## src/rtl/adc_pkg.sv

```systemverilog
// ---------------------------------------------------------------------------
// adc_pkg
//   Shared definitions for the ADC acquisition slice: FSM state encoding,
//   ADC result width and a counter-width helper.
// ---------------------------------------------------------------------------
package adc_pkg;

   localparam int unsigned ADC_DATA_W = 12;

   typedef enum logic [1:0] {
      S_IDLE = 2'd0,
      S_WAIT = 2'd1,
      S_CONV = 2'd2,
      S_CAPT = 2'd3
   } state_e;

   // Bits needed to hold 0..n-1 (never less than one bit).
   function automatic int unsigned cnt_w(input int unsigned n);
      return (n > 1) ? $clog2(n) : 1;
   endfunction

endpackage

```

## src/rtl/adc_settle_timer.sv

```systemverilog
// ---------------------------------------------------------------------------
// adc_settle_timer
//   Settle timer requested by the ADC receiver. Counts clock cycles while
//   en_i is high (saturating) and raises finish_o once the count has reached
//   SETTLE_CYCLES. Dropping en_i clears the count and finish_o next cycle.
// Ports
//   clk_i     clock, posedge
//   rst_ni    asynchronous active-low reset
//   en_i      settle request (En_temp)
//   finish_o  registered settle-expired flag (temp_finish)
// ---------------------------------------------------------------------------
module adc_settle_timer
   import adc_pkg::*;
#(
   parameter int unsigned SETTLE_CYCLES = 16
) (
   input  logic clk_i,
   input  logic rst_ni,
   input  logic en_i,
   output logic finish_o
);

   localparam int unsigned CW = cnt_w(SETTLE_CYCLES + 1);
   localparam logic [CW-1:0] SAT = CW'(SETTLE_CYCLES);

   logic [CW-1:0] cnt_q, cnt_d;
   logic          fin_q, fin_d;

   always_comb begin
      cnt_d = '0;
      fin_d = 1'b0;
      if (en_i) begin
         cnt_d = (cnt_q == SAT) ? cnt_q : cnt_q + 1'b1;
         fin_d = (cnt_q >= SAT);
      end
   end

   always_ff @(posedge clk_i or negedge rst_ni) begin
      if (!rst_ni) begin
         cnt_q <= '0;
         fin_q <= 1'b0;
      end else begin
         cnt_q <= cnt_d;
         fin_q <= fin_d;
      end
   end

   assign finish_o = fin_q;

endmodule

```

## src/rtl/adc_sample_scheduler.sv

```systemverilog
// ---------------------------------------------------------------------------
// adc_sample_scheduler
//   Periodic acquisition sequencer for the serial ADC receiver (ADC_3).
//   Starts a conversion every PERIOD cycles, aborts conversions that exceed
//   TIMEOUT cycles, runs the settle timer and latches results into a holding
//   register with a valid/ack handshake and sticky overrun/timeout flags.
//   Build option: define ADC_AVG_EN to average 2^AVG_LOG2 results per update.
// Ports
//   SCLK          clock, all logic on posedge
//   reset         asynchronous active-low reset
//   enable        1 = periodic acquisition; 0 = finish conversion then idle
//   rx_en         conversion request, high for the whole conversion
//   En_temp       settle-timer request from ADC_3
//   temp_finish   settle timer expired
//   rx_done_tick  one-cycle pulse, adc_data valid
//   adc_data      ADC_3 result
//   sample        latched result
//   sample_valid  sample holds an unconsumed result
//   sample_ack    consumer takes sample
//   overrun       sticky: result arrived over an unconsumed sample
//   timeout_err   sticky: conversion aborted on timeout
//   err_clr       clears overrun and timeout_err
// ---------------------------------------------------------------------------
module adc_sample_scheduler
   import adc_pkg::*;
#(
   parameter int unsigned PERIOD        = 1024,
   parameter int unsigned SETTLE_CYCLES = 16,
   parameter int unsigned TIMEOUT       = 64,
   parameter int unsigned AVG_LOG2      = 2
) (
   input  logic                  SCLK,
   input  logic                  reset,
   input  logic                  enable,
   output logic                  rx_en,
   input  logic                  En_temp,
   output logic                  temp_finish,
   input  logic                  rx_done_tick,
   input  logic [ADC_DATA_W-1:0] adc_data,
   output logic [ADC_DATA_W-1:0] sample,
   output logic                  sample_valid,
   input  logic                  sample_ack,
   output logic                  overrun,
   output logic                  timeout_err,
   input  logic                  err_clr
);

   if (PERIOD < 64 || TIMEOUT < 20 || SETTLE_CYCLES < 1 || AVG_LOG2 > 4) begin : g_param_check
      $error("adc_sample_scheduler: parameter out of range");
   end

   localparam int unsigned PW = cnt_w(PERIOD);
   localparam int unsigned TW = cnt_w(TIMEOUT);
   localparam logic [PW-1:0] P_LAST = PW'(PERIOD - 1);
   localparam logic [TW-1:0] T_LAST = TW'(TIMEOUT - 1);

   state_e                state_q, state_d;
   logic [PW-1:0]         pcnt_q, pcnt_d;
   logic [TW-1:0]         tcnt_q, tcnt_d;
   logic [ADC_DATA_W-1:0] data_q, data_d;
   logic                  rx_en_q, rx_en_d;
   logic [ADC_DATA_W-1:0] sample_q, sample_d;
   logic                  valid_q, valid_d;
   logic                  ovr_q, ovr_d;
   logic                  tmo_q, tmo_d;

   logic                  period_hit;
   logic                  capt;
   logic                  abort;
   logic                  upd;
   logic [ADC_DATA_W-1:0] upd_val;
   logic                  ovr_ev;

`ifdef ADC_AVG_EN
   localparam logic [3:0] IDX_LAST = 4'((1 << AVG_LOG2) - 1);
   logic [15:0] acc_q, acc_d, acc_sum;
   logic [3:0]  idx_q, idx_d;
`endif

   assign period_hit = (pcnt_q == P_LAST);
   assign capt       = (state_q == S_CAPT);
   assign abort      = (state_q == S_CONV) && !rx_done_tick && (tcnt_q == T_LAST);

   // ---------------- FSM: state register ----------------
   always_ff @(posedge SCLK or negedge reset) begin
      if (!reset) state_q <= S_IDLE;
      else        state_q <= state_d;
   end

   // ---------------- FSM: next state ----------------
   // Period expiry while in CONV is deliberately ignored (that start is skipped).
   always_comb begin
      state_d = state_q;
      case (state_q)
         S_IDLE: if (enable) state_d = S_WAIT;
         S_WAIT: begin
            if (!enable)         state_d = S_IDLE;
            else if (period_hit) state_d = S_CONV;
         end
         S_CONV: begin
            if (rx_done_tick)          state_d = S_CAPT;
            else if (tcnt_q == T_LAST) state_d = S_WAIT;
         end
         S_CAPT:  state_d = enable ? S_WAIT : S_IDLE;
         default: state_d = S_IDLE;
      endcase
   end

   // ---------------- FSM outputs / datapath next state ----------------
   always_comb begin
      // Period counter keeps running through CONV/CAPT so start spacing is exact.
      if (state_q == S_IDLE || state_d == S_IDLE) pcnt_d = '0;
      else if (period_hit)                        pcnt_d = '0;
      else                                        pcnt_d = pcnt_q + 1'b1;

      tcnt_d  = (state_q == S_CONV) ? tcnt_q + 1'b1 : '0;
      rx_en_d = (state_d == S_CONV);

      // Result is taken on the done tick itself and written to sample in CAPT.
      data_d = (state_q == S_CONV && rx_done_tick) ? adc_data : data_q;

      upd     = 1'b0;
      upd_val = data_q;
`ifdef ADC_AVG_EN
      acc_d   = acc_q;
      idx_d   = idx_q;
      acc_sum = acc_q + 16'(data_q);
      if (capt) begin
         if (idx_q == IDX_LAST) begin
            upd     = 1'b1;
            upd_val = ADC_DATA_W'(acc_sum >> AVG_LOG2);
            acc_d   = '0;
            idx_d   = '0;
         end else begin
            acc_d = acc_sum;
            idx_d = idx_q + 1'b1;
         end
      end else if (abort || (state_q == S_IDLE && !enable)) begin
         acc_d = '0;
         idx_d = '0;
      end
`else
      upd = capt;
`endif

      sample_d = sample_q;
      valid_d  = valid_q;
      ovr_ev   = 1'b0;
      if (upd) begin
         // A simultaneous ack consumes the old value, so no overrun and valid stays set.
         sample_d = upd_val;
         valid_d  = 1'b1;
         ovr_ev   = valid_q && !sample_ack;
      end else if (sample_ack) begin
         valid_d = 1'b0;
      end

      // A new error event in the clear cycle wins over err_clr.
      ovr_d = ovr_ev | (ovr_q & ~err_clr);
      tmo_d = abort  | (tmo_q & ~err_clr);
   end

   always_ff @(posedge SCLK or negedge reset) begin
      if (!reset) begin
         pcnt_q   <= '0;
         tcnt_q   <= '0;
         data_q   <= '0;
         rx_en_q  <= 1'b0;
         sample_q <= '0;
         valid_q  <= 1'b0;
         ovr_q    <= 1'b0;
         tmo_q    <= 1'b0;
      end else begin
         pcnt_q   <= pcnt_d;
         tcnt_q   <= tcnt_d;
         data_q   <= data_d;
         rx_en_q  <= rx_en_d;
         sample_q <= sample_d;
         valid_q  <= valid_d;
         ovr_q    <= ovr_d;
         tmo_q    <= tmo_d;
      end
   end

`ifdef ADC_AVG_EN
   always_ff @(posedge SCLK or negedge reset) begin
      if (!reset) begin
         acc_q <= '0;
         idx_q <= '0;
      end else begin
         acc_q <= acc_d;
         idx_q <= idx_d;
      end
   end
`endif

   adc_settle_timer #(
      .SETTLE_CYCLES(SETTLE_CYCLES)
   ) u_settle (
      .clk_i   (SCLK),
      .rst_ni  (reset),
      .en_i    (En_temp),
      .finish_o(temp_finish)
   );

   assign rx_en        = rx_en_q;
   assign sample       = sample_q;
   assign sample_valid = valid_q;
   assign overrun      = ovr_q;
   assign timeout_err  = tmo_q;

endmodule
```

## config.mk

```make
export PLATFORM = sky130hd
export DESIGN_NAME = adc_sample_scheduler
export DESIGN_NICKNAME = d
export VERILOG_FILES = /design/src/rtl/adc_pkg.sv /design/src/rtl/adc_settle_timer.sv /design/src/rtl/adc_sample_scheduler.sv
export SDC_FILE = /design/constraint.sdc
export NUM_CORES = 1
export LEC_CHECK = 0
export CORE_UTILIZATION = 30
export DETAILED_ROUTE_END_ITERATION = 8
export HOLD_SLACK_MARGIN = 0.08
export PLACE_DENSITY = 0.5
export SLEW_MARGIN = 20
export SYNTH_ARGS = -nofsm -noshare
export SYNTH_HDL_FRONTEND = slang
export SYNTH_SLANG_ARGS = --single-unit
```

## constraint.sdc

```tcl
create_clock -name SCLK -period 1.4 [get_ports SCLK]
set_input_delay 0.28 -clock SCLK [delete_from_list [all_inputs] [get_ports SCLK]]
set_output_delay 0.28 -clock SCLK [all_outputs]
set_load 0.02 [all_outputs]
```

# After elaboration in Yosys (flattened, before gate mapping)
# Index checks and enable logic that the tools add are counted.
# classes
addsub	3
order_cmp	1
eq_ne	8
n_mux	16
bitwise	5
reduce_logical	10
# ops
operator	n
2-to-1 mux 10 bit	2
adder 10 x 1 -> 10 bit (second input constant)	1
equality test 10 bit (second input constant)	1
2-to-1 mux 2 bit	5
2-to-1 mux 5 bit	2
case mux 2 bit (4 select lines)	1
adder 6 x 1 -> 6 bit (second input constant)	1
equality test 2 bit (second input constant)	3
equality test 6 bit (second input constant)	1
2-to-1 mux 6 bit	1
adder 5 x 1 -> 5 bit (second input constant)	1
equality test 5 bit (second input constant)	1
>= comparator 5 bit (second input constant)	1
2-to-1 mux 1 bit	5
logical AND 1 bit	4
logical NOT 2 bit	2
bitwise AND 1 bit	2
equality test 2 x 1 -> 1 bit (second input constant)	1
logical NOT 1 bit	2
inequality test 2 bit (second input constant)	1
bitwise OR 1 bit	2
nonzero test 2 bit	1
logical OR 1 bit	1
inverter 1 bit	1
# totals
register_bits	52
in_bits	19
out_inout_bits	17
elab_cells	54

# Longest topological paths before layout
# Gate-level depths: netlist of the first run.
# depth
depth_word	7
mapped_depth	5
mapped_depth_nobuf	5

# By module
# Synthesis of the first run repeated with hierarchy kept, for this count alone.
# unflattened
hier_cells	177
area_unflattened_um2	2218.4
# by_module_without_submodules
mod	n_inst	cells_each	area_each_um2	seq_area_each_um2
adc_sample_scheduler	1	150	1903.1	1151.1
adc_settle_timer	1	27	315.3	150.1

# Worst setup path before layout of the first run
# OpenSTA, ideal clock, no wires.
# synth_timing
kind	register to register
start	register state_q[0]
end	register data_q[10]
arrival_time_ns	1.238
t_required_ns	1.272
path_slack_ns	0.035
path_stages_with_launch	5
period_less_slack_ns	1.365
path_cell_list	dfrtp_1 > and2b_4 > nand2_1 > buf_4 > mux2_1
# synth_between
elab_chain_cells	2
# synth_lines
item	line_no	text
start: declaration	adc_sample_scheduler.sv:57	state_e state_q, state_d;
start signal: assignment	adc_sample_scheduler.sv:87	else state_q <= state_d;
equality test 2 bit	adc_sample_scheduler.sv:120	data_d = (state_q == S_CONV && rx_done_tick) ? adc_data : data_q;
logical AND 1 bit	adc_sample_scheduler.sv:120	
end signal: assignment	adc_sample_scheduler.sv:176	data_q <= data_d;
end: declaration	adc_sample_scheduler.sv:60	logic [ADC_DATA_W-1:0] data_q, data_d;
# Every way passes these cells.
# A chain may end at the register's enable or synchronous reset.

# Worst setup path in the final report of the first run
# layout_timing
start	register state_q[0]
end	register pcnt_q[9]
# layout_between
elab_chain_cells	6
elab_cells_between_ends	13
# layout_lines
item	line_no	text
2-to-1 mux 2 bit (on tied branches)	adc_sample_scheduler.sv:102, adc_sample_scheduler.sv:98	
2-to-1 mux 2 bit (on tied branches)	adc_sample_scheduler.sv:101, adc_sample_scheduler.sv:97	
case mux 2 bit (4 select lines)	adc_sample_scheduler.sv:94	case (state_q)
logical NOT 2 bit	adc_sample_scheduler.sv:112	if (state_q == S_IDLE || state_d == S_IDLE) pcnt_d = '0;
logical OR 1 bit (*)	adc_sample_scheduler.sv:112	
2-to-1 mux 10 bit (*)	adc_sample_scheduler.sv:112	
net pcnt_d[9]	adc_sample_scheduler.sv:58	logic [PW-1:0] pcnt_q, pcnt_d;
end signal: assignment	adc_sample_scheduler.sv:174	pcnt_q <= pcnt_d;
end: declaration	adc_sample_scheduler.sv:58	
# The timed path passes the listed nets; every way through them passes the cells marked *.

==> results of run 1 <==
logic make-up after synthesis:
group,after synthesis
muxes,27
DFF,52
xor gates and xnor gates,10
AOI/OAI and AO/OA,20
buffers and inverters,8
and+or+nand+nor,51
adders and majority gates,4
placed cells by master, fill, tap and decap left out, drive strengths merged, types with 2 or more instances in the layout:
cell,n
and2,5
nand3,9
o31ai,2
nand4,3
inv,6
a21oi,5
or3,4
o21ai,6
dfrtp,52
xnor2,6
clkdlybuf4s50,17
o22ai,2
nand2,9
dlygate4sd2,17
mux2i,2
and3,2
nor2,9
xor2,4
ha,4
clkbuf,7
mux2,25
buf,17
nand2b,3
timing repair:
action | 4_1_cts | 5_1_grt
endpoints found under the hold margin | 13 | 0
buffers inserted | 0 | 3
pin swaps | 0 | 8
resized for setup | 17 | 11
endpoints found under the setup margin | 17 | 6
hold buffers | 1 | 0
gates cloned | 0 | 0
stage by stage:
stage	util, %	total power, mW	TNS (ps)
2_1_floorplan	-	1.586	0
3_3_place_gp	40.14	1.700	-782.5
3_5_place_dp	40.14	1.700	-893.2
4_1_cts	41.34	2.607	0
5_1_grt	42.30	2.677	-31.17
6_report	42.30	2.556	0
cell type report:
class / count / share of cell area [%]
Clock inverter: 1 / 0.2570
Multi-Input combinational cell: 112 / 30.36
Sequential cell: 52 / 44.58
Tap cell: 96 / 4.111
Clock buffer: 7 / 2.955
Timing Repair Buffer: 52 / 16.96
Inverter: 6 / 0.7709
cell usage after synthesis:
master,instances
inv_1,6
or2b_1,1
nor2_1,9
o31ai_1,2
xnor2_1,6
or4_1,1
nor2b_1,1
and2b_4,1
and3_1,2
xor2_1,4
mux2i_1,2
nand4_1,3
o221a_2,1
buf_4,1
and4bb_2,1
and4_1,1
nand4b_1,1
o211ai_1,1
mux2_2,15
o41ai_1,1
dfrtp_1,52
and2_1,5
o21ai_0,6
mux2_1,10
o22ai_1,2
ha_1,4
nand2_1,9
a21oi_1,5
nand3_1,9
or3_1,4
buf_2,1
a211oi_1,1
nand2b_1,3
a41o_2,1
critical path, stage by stage (launching register included):
cell	delay (ps)
dfrtp_1	390
buf_6	130
mux2i_2	140
or4_4	530
o22ai_2	100
where the power goes:
| part | switching (mW) | internal [mW] |
|---|---|---|
| logic | 0.0647 | 0.0871 |
| registers | 0.00906 | 1.51 |
| clock network | 0.480 | 0.403 |
| total | 0.554 | 2.00 |
layer usage:
layer | global-route usage (%) | share of wire, %
met5 | 0 | 0
met4 | 6.110 | 1.8
met3 | 3.033 | 3.5
met2 | 18.39 | 48
met1 | 14.76 | 47
path summary, 6_finish.rpt:
check,start,to,cells after the start
setup / recovery,state_q[0],pcnt_q[9],4
hold / removal,reset,pcnt_q[6],2
setup reg to reg,state_q[0],pcnt_q[9],4
hold reg to reg,data_q[10],data_q[10],1
max in group asynchronous,reset,pcnt_q[4],3
min in group SCLK,data_q[10],data_q[10],1
registers in the layout, indices dropped and copies added, names as in the netlist:
signal and count:
sample_valid 1, rx_en 1, pcnt_q 10, u_settle.finish_o 1, state_q 2, data_q 12
overrun 1, sample 12, u_settle.cnt_q 5, tcnt_q 6, timeout_err 1
==> flow_metrics.env, run 1 <==
export IMPL_drc=0
export IMPL_diodes=0
export IMPL_clkSlewWorstSetupHoldPaths_ps=90
export IMPL_synth_yosys_warnings=0
export IMPL_startpoint_type="flop"
export IMPL_fp_dieH_microns=87.34
export IMPL_drtPass1Iterations=3
export IMPL_worstPathMaxFanout=5
export IMPL_setup_violations_final=0
export IMPL_cts_buffer_depth=2
export IMPL_avgRoutedWirePerCell_microns=12.51
export IMPL_fin_cells=326
export IMPL_drt_total_wl_microns=4077
export IMPL_rows=30
export IMPL_end_kind="flop"
export IMPL_fin_skew_ps=7.348
export IMPL_ir_worst_vdd_mv=0.3927
export IMPL_leakage_nw=1.415
export IMPL_synth_xor_area_share_pct=4.009
export IMPL_fin_hold_ws_ps=411.3
export IMPL_dieArea_sq_um=7627
export IMPL_worst_skew_pair_late_latency_ps=300
export IMPL_syn_num_nets=195
export IMPL_ant_nets=0
export IMPL_die_w_microns=87.34
export IMPL_grt_pass1_wl_microns=6706
export IMPL_fin_crit_sh_pct=96.71
export IMPL_grt_pass1_vias=1468
export IMPL_yosys_area_top_type="dfrtp_1"
export IMPL_hold_class="in2async"
export IMPL_cts_root_buffer_cell="clkbuf_8"
export IMPL_ys_ff_latch=52
export IMPL_rsz0062_at_grt="true"
export IMPL_synth_compound_area_share_pct=5.899
export IMPL_fp_coreArea_sq_um=6907
export IMPL_clock_fmax_mhz=738.6
export IMPL_multi_input_area_sq_um=887.1
export IMPL_drtIter0Drc=61
export IMPL_worst_slew_pin_slew_ps=355.8
export IMPL_drive_above_1_share_pct=23.04
export IMPL_grt_max_degree=40
export IMPL_max_cap_violations=0
export IMPL_syn2layout_area_growth_pct=33.73
export IMPL_antenna_found_initial=0
export IMPL_postSynthAreaPerCell_sq_um=12.70
export IMPL_hold_viol_final=0
export IMPL_cp_data_arrival_time_ps=1580
export IMPL_seqCellArea_sq_um=1303
export IMPL_yosysSeqAreaShare_pct=59.56
export IMPL_slew_viol_final=0
export IMPL_synth_top_family_by_area="multiplexers"
export IMPL_ys_types=34
export IMPL_synth_top_area_share_pct=59.56
export IMPL_final_cell_area_sq_um=2922
export IMPL_p_per_area_nw_per_um2=874.7
export IMPL_synth_area_leaders="dfrtp_1 (60%), mux2_2 (7.7%), mux2_1 (5.2%)"
export IMPL_path_class="reg2reg"
export IMPL_dpl_cell_count=314
export IMPL_numCtsBuffers=5
export IMPL_grt_overflow_total=0
export IMPL_dp_slack_ps=-115.0
export IMPL_synth_adder_area_share_pct=2.291
export IMPL_status="finished clean"
export IMPL_ios=36
export IMPL_track_usage_pct=11.69
export IMPL_gp_congestion=0.7311
export IMPL_syn_inst=172
export IMPL_fin_ws_ps=46.02
export IMPL_cts_sinks=52
export IMPL_critPathRequiredTime_ps=1630
export IMPL_io_buffers=35
export IMPL_post_route_min_period_ps=1354
export IMPL_synth_simple_area_share_pct=12.83
export IMPL_ff2ff_setup_slack_ps=50
export IMPL_nFillCells=684
export IMPL_vias=1480
export IMPL_tritoncts="yes"
export IMPL_h_tree_depth=2
export IMPL_avgViaCountPerCell=4.540
export IMPL_hpwl_microns=2798
export IMPL_synthMuxAreaShare_pct=13.80
export IMPL_mappedNetlistArea_sq_um=2185
export IMPL_dpl_cell_area_sq_um=2773
export IMPL_num_nets_final=252
export IMPL_initial_core_util_pct=31.63
export IMPL_slew_headroom_pct=76.28
Power figures use the tool's default switching activity.
==> run 2: changes to the inputs <==
TNS_END_PERCENT = 20   (was not set)
==> run 2 against run 1 <==
Against the previous run: flip-flop and latch count unchanged; critical path type unchanged; sequential share of layout area unchanged; critical path depth unchanged; critical endpoint unchanged; hold slack about the same; clock power about the same; largest power group unchanged; via count about the same; non-clock buffer count unchanged.
==> flow_metrics.env, run 2 (synthesis gave the netlist of run 1 again) <==
export IMPL_worst_r2r_startpoint="state_q[0]"
export IMPL_avgRoutedWirePerCell_microns=12.51
export IMPL_layout_commonest_cell="dfrtp_1"
export IMPL_drt_total_wl_microns=4077
export IMPL_ios=36
export IMPL_total_power_mw=2.556
export IMPL_die_w_microns=87.34
export IMPL_tritoncts="yes"
export IMPL_multi_input_area_sq_um=887.1
export IMPL_critPathRequiredTime_ps=1630
export IMPL_r2r_cells=4
export IMPL_hold_viol_final=0
export IMPL_cts_sinks=52
export IMPL_rsz0062_at_grt="true"
export IMPL_end_kind="flop"
export IMPL_timing_rr_end="pcnt_q[9]"
export IMPL_num_nets_final=252
export IMPL_clkSlewWorstSetupHoldPaths_ps=90
export IMPL_status="finished clean"
export IMPL_ff2ff_setup_slack_ps=50
export IMPL_drtPass1Iterations=3
export IMPL_hold_class="in2async"
export IMPL_p_per_area_nw_per_um2=874.7
export IMPL_syn2layout_area_growth_pct=33.73
export IMPL_cts_root_buffer_cell="clkbuf_8"
export IMPL_cts_buffer_depth=2
export IMPL_drive_above_1_share_pct=23.04
export IMPL_ant_nets=0
export IMPL_leakage_nw=1.415
export IMPL_antenna_found_initial=0
export IMPL_final_cell_mix="dfrtp_1 (51), clkdlybuf4s50_1 (17), dlygate4sd2_1 (17)"
export IMPL_dieArea_sq_um=7627
export IMPL_worst_slew_pin_slew_ps=355.8
export IMPL_fin_crit_sh_pct=96.71
export IMPL_drc=0
export IMPL_worstPathMaxFanout=5
export IMPL_ir_worst_vdd_mv=0.3927
export IMPL_slew_viol_final=0
export IMPL_worst_skew_pair_late_latency_ps=300
export IMPL_post_route_min_period_ps=1354
export IMPL_avgViaCountPerCell=4.537
export IMPL_cp_data_arrival_time_ps=1580
export IMPL_nFillCells=684
export IMPL_setup_violations_final=0
export IMPL_fin_skew_ps=7.348
export IMPL_grt_max_degree=40
export IMPL_finalCoreUtilization_pct=42.30
export IMPL_path_class="reg2reg"
export IMPL_clock_fmax_mhz=738.6
export IMPL_seqCellArea_sq_um=1303
export IMPL_vias=1479
export IMPL_gp_congestion=0.7311
export IMPL_grt_pass1_wl_microns=6706
export IMPL_grt_overflow_total=0
export IMPL_drtIter0Drc=61
export IMPL_initial_core_util_pct=31.63
export IMPL_slew_headroom_pct=76.28
export IMPL_rows=30
export IMPL_track_usage_pct=11.69
export IMPL_hpwl_microns=2798
export IMPL_h_tree_depth=2
export IMPL_io_buffers=35
export IMPL_max_cap_violations=0
export IMPL_grt_pass1_vias=1468
export IMPL_diodes=0
export IMPL_numCtsBuffers=5
export IMPL_fp_coreArea_sq_um=6907
export IMPL_fp_dieH_microns=87.34
export IMPL_endpoint="pcnt_q[9]"
export IMPL_startpoint="state_q[0]"
export IMPL_startpoint_type="flop"
[run 2: what timing repair did]
| item | 4_1_cts | 5_1_grt |
|---|---|---|
| endpoints found under the setup margin | 17 | 6 |
| hold endpoints to repair | 13 | 0 |
| pin swaps | 0 | 9 |
| gates resized for setup | 17 | 11 |
| hold buffers | 1 | 0 |
| buffers inserted | 0 | 3 |
[run 2: how the worst min path moves through the flow]
stage	cells past startpoint	slack, ps	endpoint
2_1_floorplan	0	-20	data_q[0]
3_3_place_gp	1	220	pcnt_q[6]
3_5_place_dp	1	220	pcnt_q[6]
4_1_cts	2	410	sample_valid
5_1_grt	2	430	pcnt_q[6]
6_report	2	410	pcnt_q[6]
[run 2: critical path: stages, from the launching register on]
cell	delay, ps
dfrtp_1	390
buf_6	130
mux2i_2	140
or4_4	530
o22ai_2	100
[run 2: routing by layer]
layer,vias to the layer above,share of wire (%),GRT usage (%)
met5,-,0,0
met4,0,1.8,6.110
met3,7,3.5,3.033
met2,24,48,18.39
met1,727,46,14.76
li1,721,-,-
[run 2: metrics by stage]
| stage | hold WS, ps | std cells | instance area (sq um) | TNS, ps | setup WS [ps] |
|---|---|---|---|---|---|
| 5_1_grt | 429.7 | 326 | 2922 | -30.76 | -16.89 |
| 6_report | 411.2 | 326 | 2922 | 0 | 46.02 |
| 3_5_place_dp | 217.2 | 314 | 2773 | -893.2 | -115.0 |
| 3_3_place_gp | 222.5 | 314 | 2773 | -782.5 | -119.0 |
| 4_1_cts | 411.6 | 323 | 2855 | 0 | 24.85 |
| 2_1_floorplan | -15.59 | 172 | 2185 | 0 | 34.91 |
[run 2: layout make-up]
class / instances / area share, %
Inverter: 6 / 0.7709
Tap cell: 96 / 4.111
Sequential cell: 52 / 44.58
Multi-Input combinational cell: 112 / 30.36
Clock inverter: 1 / 0.2570
Timing Repair Buffer: 52 / 16.96
Clock buffer: 7 / 2.955
[run 2: power breakdown]
part	total (mW)	switching, mW	internal, mW
registers	1.52	0.00900	1.51
logic	0.152	0.0647	0.0871
clock network	0.883	0.481	0.403
